**config.mk**
```make
export PLATFORM = sky130hd
export DESIGN_NAME = frame_pixel_streamer
export DESIGN_NICKNAME = d
export VERILOG_FILES = /design/src/rtl/frame_pixel_streamer.sv
export SDC_FILE = /design/constraint.sdc
export NUM_CORES = 2
export LEC_CHECK = 0
export ABC_AREA = 1
export CAP_MARGIN = 20
export CORE_ASPECT_RATIO = 1.5
export CORE_MARGIN = 3
export CORE_UTILIZATION = 57
export CTS_CLUSTER_DIAMETER = 200
export DETAILED_ROUTE_END_ITERATION = 8
export PLACE_DENSITY = 0.84
export SYNTH_ARGS = -nofsm -noshare
export SYNTH_HDL_FRONTEND = slang
export SYNTH_SLANG_ARGS = --single-unit
```
**constraint.sdc**
```tcl
create_clock -name clk -period 3.8 [get_ports clk]
set_input_delay 0.76 -clock clk [delete_from_list [all_inputs] [get_ports clk]]
set_output_delay 0.76 -clock clk [all_outputs]
set_load 0.02 [all_outputs]
```
**src/rtl/frame_pixel_streamer.sv**
```systemverilog
// Reads a finished frame out of the Color/Weight SRAM and streams it one RGB pixel per cycle.
// A two-entry word FIFO with read prefetch keeps the stream gapless while pix_ready stays high.
module frame_pixel_streamer #(
   parameter int unsigned FRAME_WORDS = 4096,
   parameter int unsigned ADDR_W      = 16,
   parameter int unsigned PIX_IDX_W   = 20
) (
   input  logic                 clk,
   input  logic                 srst,
   input  logic                 start,
   input  logic [ADDR_W-1:0]    base_addr,
   output logic                 sram_rd_en,
   output logic [ADDR_W-1:0]    sram_addr,
   input  logic [383:0]         sram_rdata,
   output logic                 pix_valid,
   input  logic                 pix_ready,
   output logic [23:0]          pix_data,
   output logic [PIX_IDX_W-1:0] pix_index,
   output logic                 pix_last,
   output logic                 busy,
   output logic                 done
);
   localparam int unsigned          CNT_W    = $clog2(FRAME_WORDS + 1);
   localparam logic [CNT_W-1:0]     WORDS    = CNT_W'(FRAME_WORDS);
   localparam logic [PIX_IDX_W-1:0] LAST_IDX = PIX_IDX_W'(16 * FRAME_WORDS - 1);

   typedef enum logic [1:0] {S_IDLE, S_RUN, S_DONE} state_e;

   state_e                 state_q, state_d;
   logic [ADDR_W-1:0]      base_q, base_d;
   logic [CNT_W-1:0]       issued_q, issued_d;
   logic                   rd_en_q, rd_en_d;
   logic [ADDR_W-1:0]      addr_q, addr_d;
   logic                   inflight_q, inflight_d;
   logic [383:0]           word_buf_q [2];
   logic [383:0]           word_buf_d [2];
   logic                   wr_ptr_q, wr_ptr_d;
   logic                   rd_ptr_q, rd_ptr_d;
   logic [1:0]             count_q, count_d;
   logic [3:0]             lane_q, lane_d;
   logic                   valid_q, valid_d;
   logic [23:0]            data_q, data_d;
   logic [PIX_IDX_W-1:0]   index_q, index_d;
   logic                   last_q, last_d;
   logic                   busy_q, busy_d;
   logic                   done_q, done_d;
   logic                   fill, drain, xfer;
   logic [15:0][23:0]      lanes;

   always_comb begin
      // NOTE: every _d signal gets a default first so no path through this block infers a latch.
      state_d    = state_q;
      base_d     = base_q;
      issued_d   = issued_q;
      rd_en_d    = 1'b0;
      addr_d     = addr_q;
      inflight_d = rd_en_q;
      word_buf_d = word_buf_q;
      wr_ptr_d   = wr_ptr_q;
      rd_ptr_d   = rd_ptr_q;
      lane_d     = lane_q;
      index_d    = index_q;
      fill       = 1'b0;
      drain      = 1'b0;
      xfer       = valid_q && pix_ready;

      case (state_q)
         S_IDLE: begin
            if (start) begin
               state_d  = S_RUN;
               base_d   = base_addr;
               issued_d = '0;
               wr_ptr_d = 1'b0;
               rd_ptr_d = 1'b0;
               lane_d   = '0;
               index_d  = '0;
            end
         end
         S_RUN: begin
            if (inflight_q) begin
               word_buf_d[wr_ptr_q] = sram_rdata;
               wr_ptr_d             = ~wr_ptr_q;
               fill                 = 1'b1;
            end
            if (xfer) begin
               index_d = index_q + 1'b1;
               lane_d  = lane_q + 1'b1;
               if (lane_q == 4'd15) begin
                  rd_ptr_d = ~rd_ptr_q;
                  drain    = 1'b1;
               end
               if (last_q) state_d = S_DONE;
            end
         end
         default: state_d = S_IDLE;
      endcase

      count_d = count_q + {1'b0, fill} - {1'b0, drain};

      // Buffered words plus the read launched last cycle must leave room for one more word.
      if (state_q == S_RUN && issued_q < WORDS && (count_d + {1'b0, rd_en_q}) < 2'd2) begin
         rd_en_d  = 1'b1;
         addr_d   = base_q + ADDR_W'(issued_q);
         issued_d = issued_q + 1'b1;
      end

      lanes   = word_buf_d[rd_ptr_d];
      valid_d = (state_d == S_RUN) && (count_d != 2'd0);
      data_d  = valid_d ? lanes[lane_d] : '0;
      if (state_d != S_RUN) index_d = '0;
      last_d  = valid_d && (index_d == LAST_IDX);
      busy_d  = (state_d == S_RUN);
      done_d  = (state_d == S_DONE);
   end

   // NOTE: sequential state uses non-blocking assignments so every flop samples pre-edge values.
   always_ff @(posedge clk) begin
      if (srst) begin
         state_q    <= S_IDLE;
         base_q     <= '0;
         issued_q   <= '0;
         rd_en_q    <= 1'b0;
         addr_q     <= '0;
         inflight_q <= 1'b0;
         wr_ptr_q   <= 1'b0;
         rd_ptr_q   <= 1'b0;
         count_q    <= '0;
         lane_q     <= '0;
         valid_q    <= 1'b0;
         data_q     <= '0;
         index_q    <= '0;
         last_q     <= 1'b0;
         busy_q     <= 1'b0;
         done_q     <= 1'b0;
      end else begin
         state_q    <= state_d;
         base_q     <= base_d;
         issued_q   <= issued_d;
         rd_en_q    <= rd_en_d;
         addr_q     <= addr_d;
         inflight_q <= inflight_d;
         wr_ptr_q   <= wr_ptr_d;
         rd_ptr_q   <= rd_ptr_d;
         count_q    <= count_d;
         lane_q     <= lane_d;
         valid_q    <= valid_d;
         data_q     <= data_d;
         index_q    <= index_d;
         last_q     <= last_d;
         busy_q     <= busy_d;
         done_q     <= done_d;
      end
   end

   // NOTE: word storage has no reset; count_q alone marks entries valid, so stale words are never read.
   always_ff @(posedge clk) word_buf_q <= word_buf_d;

   assign sram_rd_en = rd_en_q;
   assign sram_addr  = addr_q;
   assign pix_valid  = valid_q;
   assign pix_data   = data_q;
   assign pix_index  = index_q;
   assign pix_last   = last_q;
   assign busy       = busy_q;
   assign done       = done_q;
endmodule

```
==> results.ini <==
[sta]
setup-violations-final=0
skew_ns=0.0202
setup_tns_ns=0
rsz0062_at_grt=no
fmax_mhz=299
finalCritPeriodShare=0.880
tightest_slew_ns=0.615
hold_viol=0
max_slew_margin=0.586
hold_slack_ns=0.447
period_minus_slack_ns=3.34
drv_slew=0
post-route-worst-setup-slack_ns=0.457

[clock_network]
cts_buffers=82
root_buffer=clkbuf_16
hold_buffers=0
clockBufferDepth=3
clkLatencyLatePin_ns=0.65
clock-sinks=873
cts_post_setup_buffers_inserted=0
clkSlewWorstSetupHoldPaths_ns=0.07
cts-resized-gates=0
cts_tree=yes
cts-htree-levels=3

[critical_path]
cp-endpoint=pix_data[16]
start_kind=register
end_kind=register
timing.reg2reg.setup_slack_ns=0.46
crit_arrival_ns=3.86
r2r_cells=15
critPathMaxFanout=66
cp-startpoint=state_q[1]
r2r_start=state_q[1]
path_class=register to register
worstPathRequired_ns=4.32
rr_endpoint=pix_data[16]

[synthesis]
synth_top_area_frac=0.428
yosys-top-cells-area=dfxtp_1, nand2_1, inv_1
synth_flop_cell=dfxtp_1
synthArstFlopShare=0
synth_area_um2=40800
synth-simple-area-share=0.262
syn_nets=6762
synth_area_per_cell_um2=6.44
synth_edf_count=0
synthCells=6339
yosys.area_share.adder=0.00601
synth_seq_cells=873
muxShareOfSynthArea=0
synth-xor-area-share=0.00258
synth_compound_area_frac=0.124
yosysTopAreaCell=dfxtp_1
ys_types=43
yosys_warnings=0
ys_seq_area_frac=0.428
synth_top_family_by_area=simple AND/OR/NAND/NOR gates

[place]
port_buffers=468
place_area_um2=46600
hpwl_um=94000
place_ws_ns=-0.00820
gp_congestion=0.947

[detailed_routing]
wirelength_um=133000
final_antenna_net_count=0
firstDrtPassIters=6
vias=39759
drc_errors=0
vias_per_cell=5.19
post_drt_wl_per_cell_um=17.3
initialDrtViolationCount=4085

[final_layout]
finish.instance_area_um2=49500
syn_to_final_growth_pct=21.3
fin_util=0.701
nets=7090
drive_gt1_frac=0.0498

[floorplan]
start_util=0.578
dieWidth_um=224
die-area_um2=74900
io_pins=469
core-area_um2=70600
die_h_um=334
rows=119

[global_routing]
grt_pass1_wl_um=201000
grt_max_degree=106
antenna_found_initial=28
grt_pass1_vias=37141
grt-ovfl-total=0
grtUsageTotal=0.340

[run_status]
status=complete, no violations

[flow_run]
drv_cap=0

[hold_path]
worstHoldPathType=register to register

[power_and_ir_drop]
peakVddDrop_uv=394
p_leak_nw=28.3
p_per_area_nw_per_um2=507

-- sequential cells by signal, indices dropped and copies added (netlist names), 2 cells and up --
signal and cells:
word_buf_q 768, pix_data 24, pix_index 20, base_q 16, sram_addr 16, issued_q 13
lane_q 4, count_q 2, state_q 2
-- synthesized netlist by cell type, types with 3 or more instances --
| library cell | number |
|---|---|
| a221oi_1 | 3 |
| inv_2 | 8 |
| ha_1 | 18 |
| nor3_1 | 8 |
| nand3b_1 | 3 |
| nand3_1 | 626 |
| or2_1 | 5 |
| o211ai_1 | 6 |
| o21bai_1 | 3 |
| o21ai_1 | 341 |
| or2_2 | 44 |
| nand4_1 | 10 |
| buf_1 | 14 |
| a21oi_1 | 144 |
| buf_2 | 158 |
| nor2_1 | 189 |
| nand2_2 | 3 |
| inv_1 | 1488 |
| buf_4 | 3 |
| nand2_1 | 1689 |
| o21ai_0 | 488 |
| xor2_1 | 7 |
| xnor2_1 | 5 |
| buf_6 | 8 |
| dfxtp_1 | 873 |
| clkbuf_1 | 171 |
-- worst min path at each step --
| stage | cells past startpoint | startpoint | slack, ns | to |
|---|---|---|---|---|
| detailed placement | 2 | word_buf_q[210] | 0.43 | word_buf_q[210] |
| finish | 2 | word_buf_q[205] | 0.45 | word_buf_q[205] |
| floorplan | 2 | word_buf_q[192] | 0.42 | word_buf_q[192] |
| global placement | 2 | word_buf_q[205] | 0.43 | word_buf_q[205] |
| global route | 2 | word_buf_q[268] | 0.46 | word_buf_q[268] |
| CTS | 2 | word_buf_q[276] | 0.45 | word_buf_q[276] |
-- cell families (layout without fill, tap and decap cells) --
kind of cell               after synthesis  in the layout
DFF                                    873            873
and+or+nand+nor                       2586           2586
buffers and inverters                 1853           2246
adders and majority gates               19             19
other                                    0             25
AOI/OAI and AO/OA                      996            996
xor gates and xnor gates                12             12
-- metal layers --
layer  vias to the layer above  part of all wire  global-route usage
li1                      19776                 -                   -
met1                     17858              0.37               0.392
met2                      1734              0.47               0.574
met3                       375             0.084              0.0699
met4                        16             0.071               0.220
met5                         -           0.00087                   0
-- layout make-up --
cell class,count,area [µm²]
fill,5869,21100
sequential,873,17500
multi-input combinational,3613,16200
timing repair buffer,598,6190
inverter,1499,5640
clock buffer,112,2360
tap,907,1130
clock inverter,37,460
antenna,25,62.6
-- critical path, cell delays in order (launching register included) --
cell and delay (ns):
dfxtp_1 0.60, inv_2 0.17, nand2_4 0.18, nor2_4 0.09, nand2_8 0.31, buf_12 0.31, buf_4 0.26, nand2_1 0.06
o21ai_1 0.11, nand2_1 0.07, nand3_1 0.08, nand3_1 0.16, nand3_1 0.13, nand2_1 0.14, nor2_1 0.36, nor2_1 0.10
-- layout by cell type, fill, tap and decap left out, types with 3 or more instances in the layout --
cell             count
buf_4               88
nand3b_1             3
inv_2                7
o21ai_0            488
clkinv_2            19
dfxtp_1            873
o21bai_1             3
buf_12              42
nand2_1           1689
o21ai_1            339
a221oi_1             3
nor2_1             189
nor3_1               8
a21oi_1            144
xor2_1               7
diode_2             25
inv_1             1487
nand4_1             10
ha_1                18
xnor2_1              5
inv_6                6
nand2_8              3
nand3_1            626
clkbuf_16           83
or2_1                5
or2_2               44
clkbuf_8            17
o21ai_4              3
clkbuf_1            12
o211ai_1             6
clkdlybuf4s50_1    468
bufinv_16            9
-- power breakdown --
part	internal [mW]	switching, mW
Sequential	10.7	0.420
Clock	4.98	3.68
Combinational	2.18	3.11
-- through the flow --
stage               total power, mW  instances
floorplan                      14.9       6339
global placement               16.3       7490
detailed placement             16.5       7490
CTS                            25.1       7639
global route                   26.4       7649
finish                         25.1       7664
(Power assumes the default switching activity.)
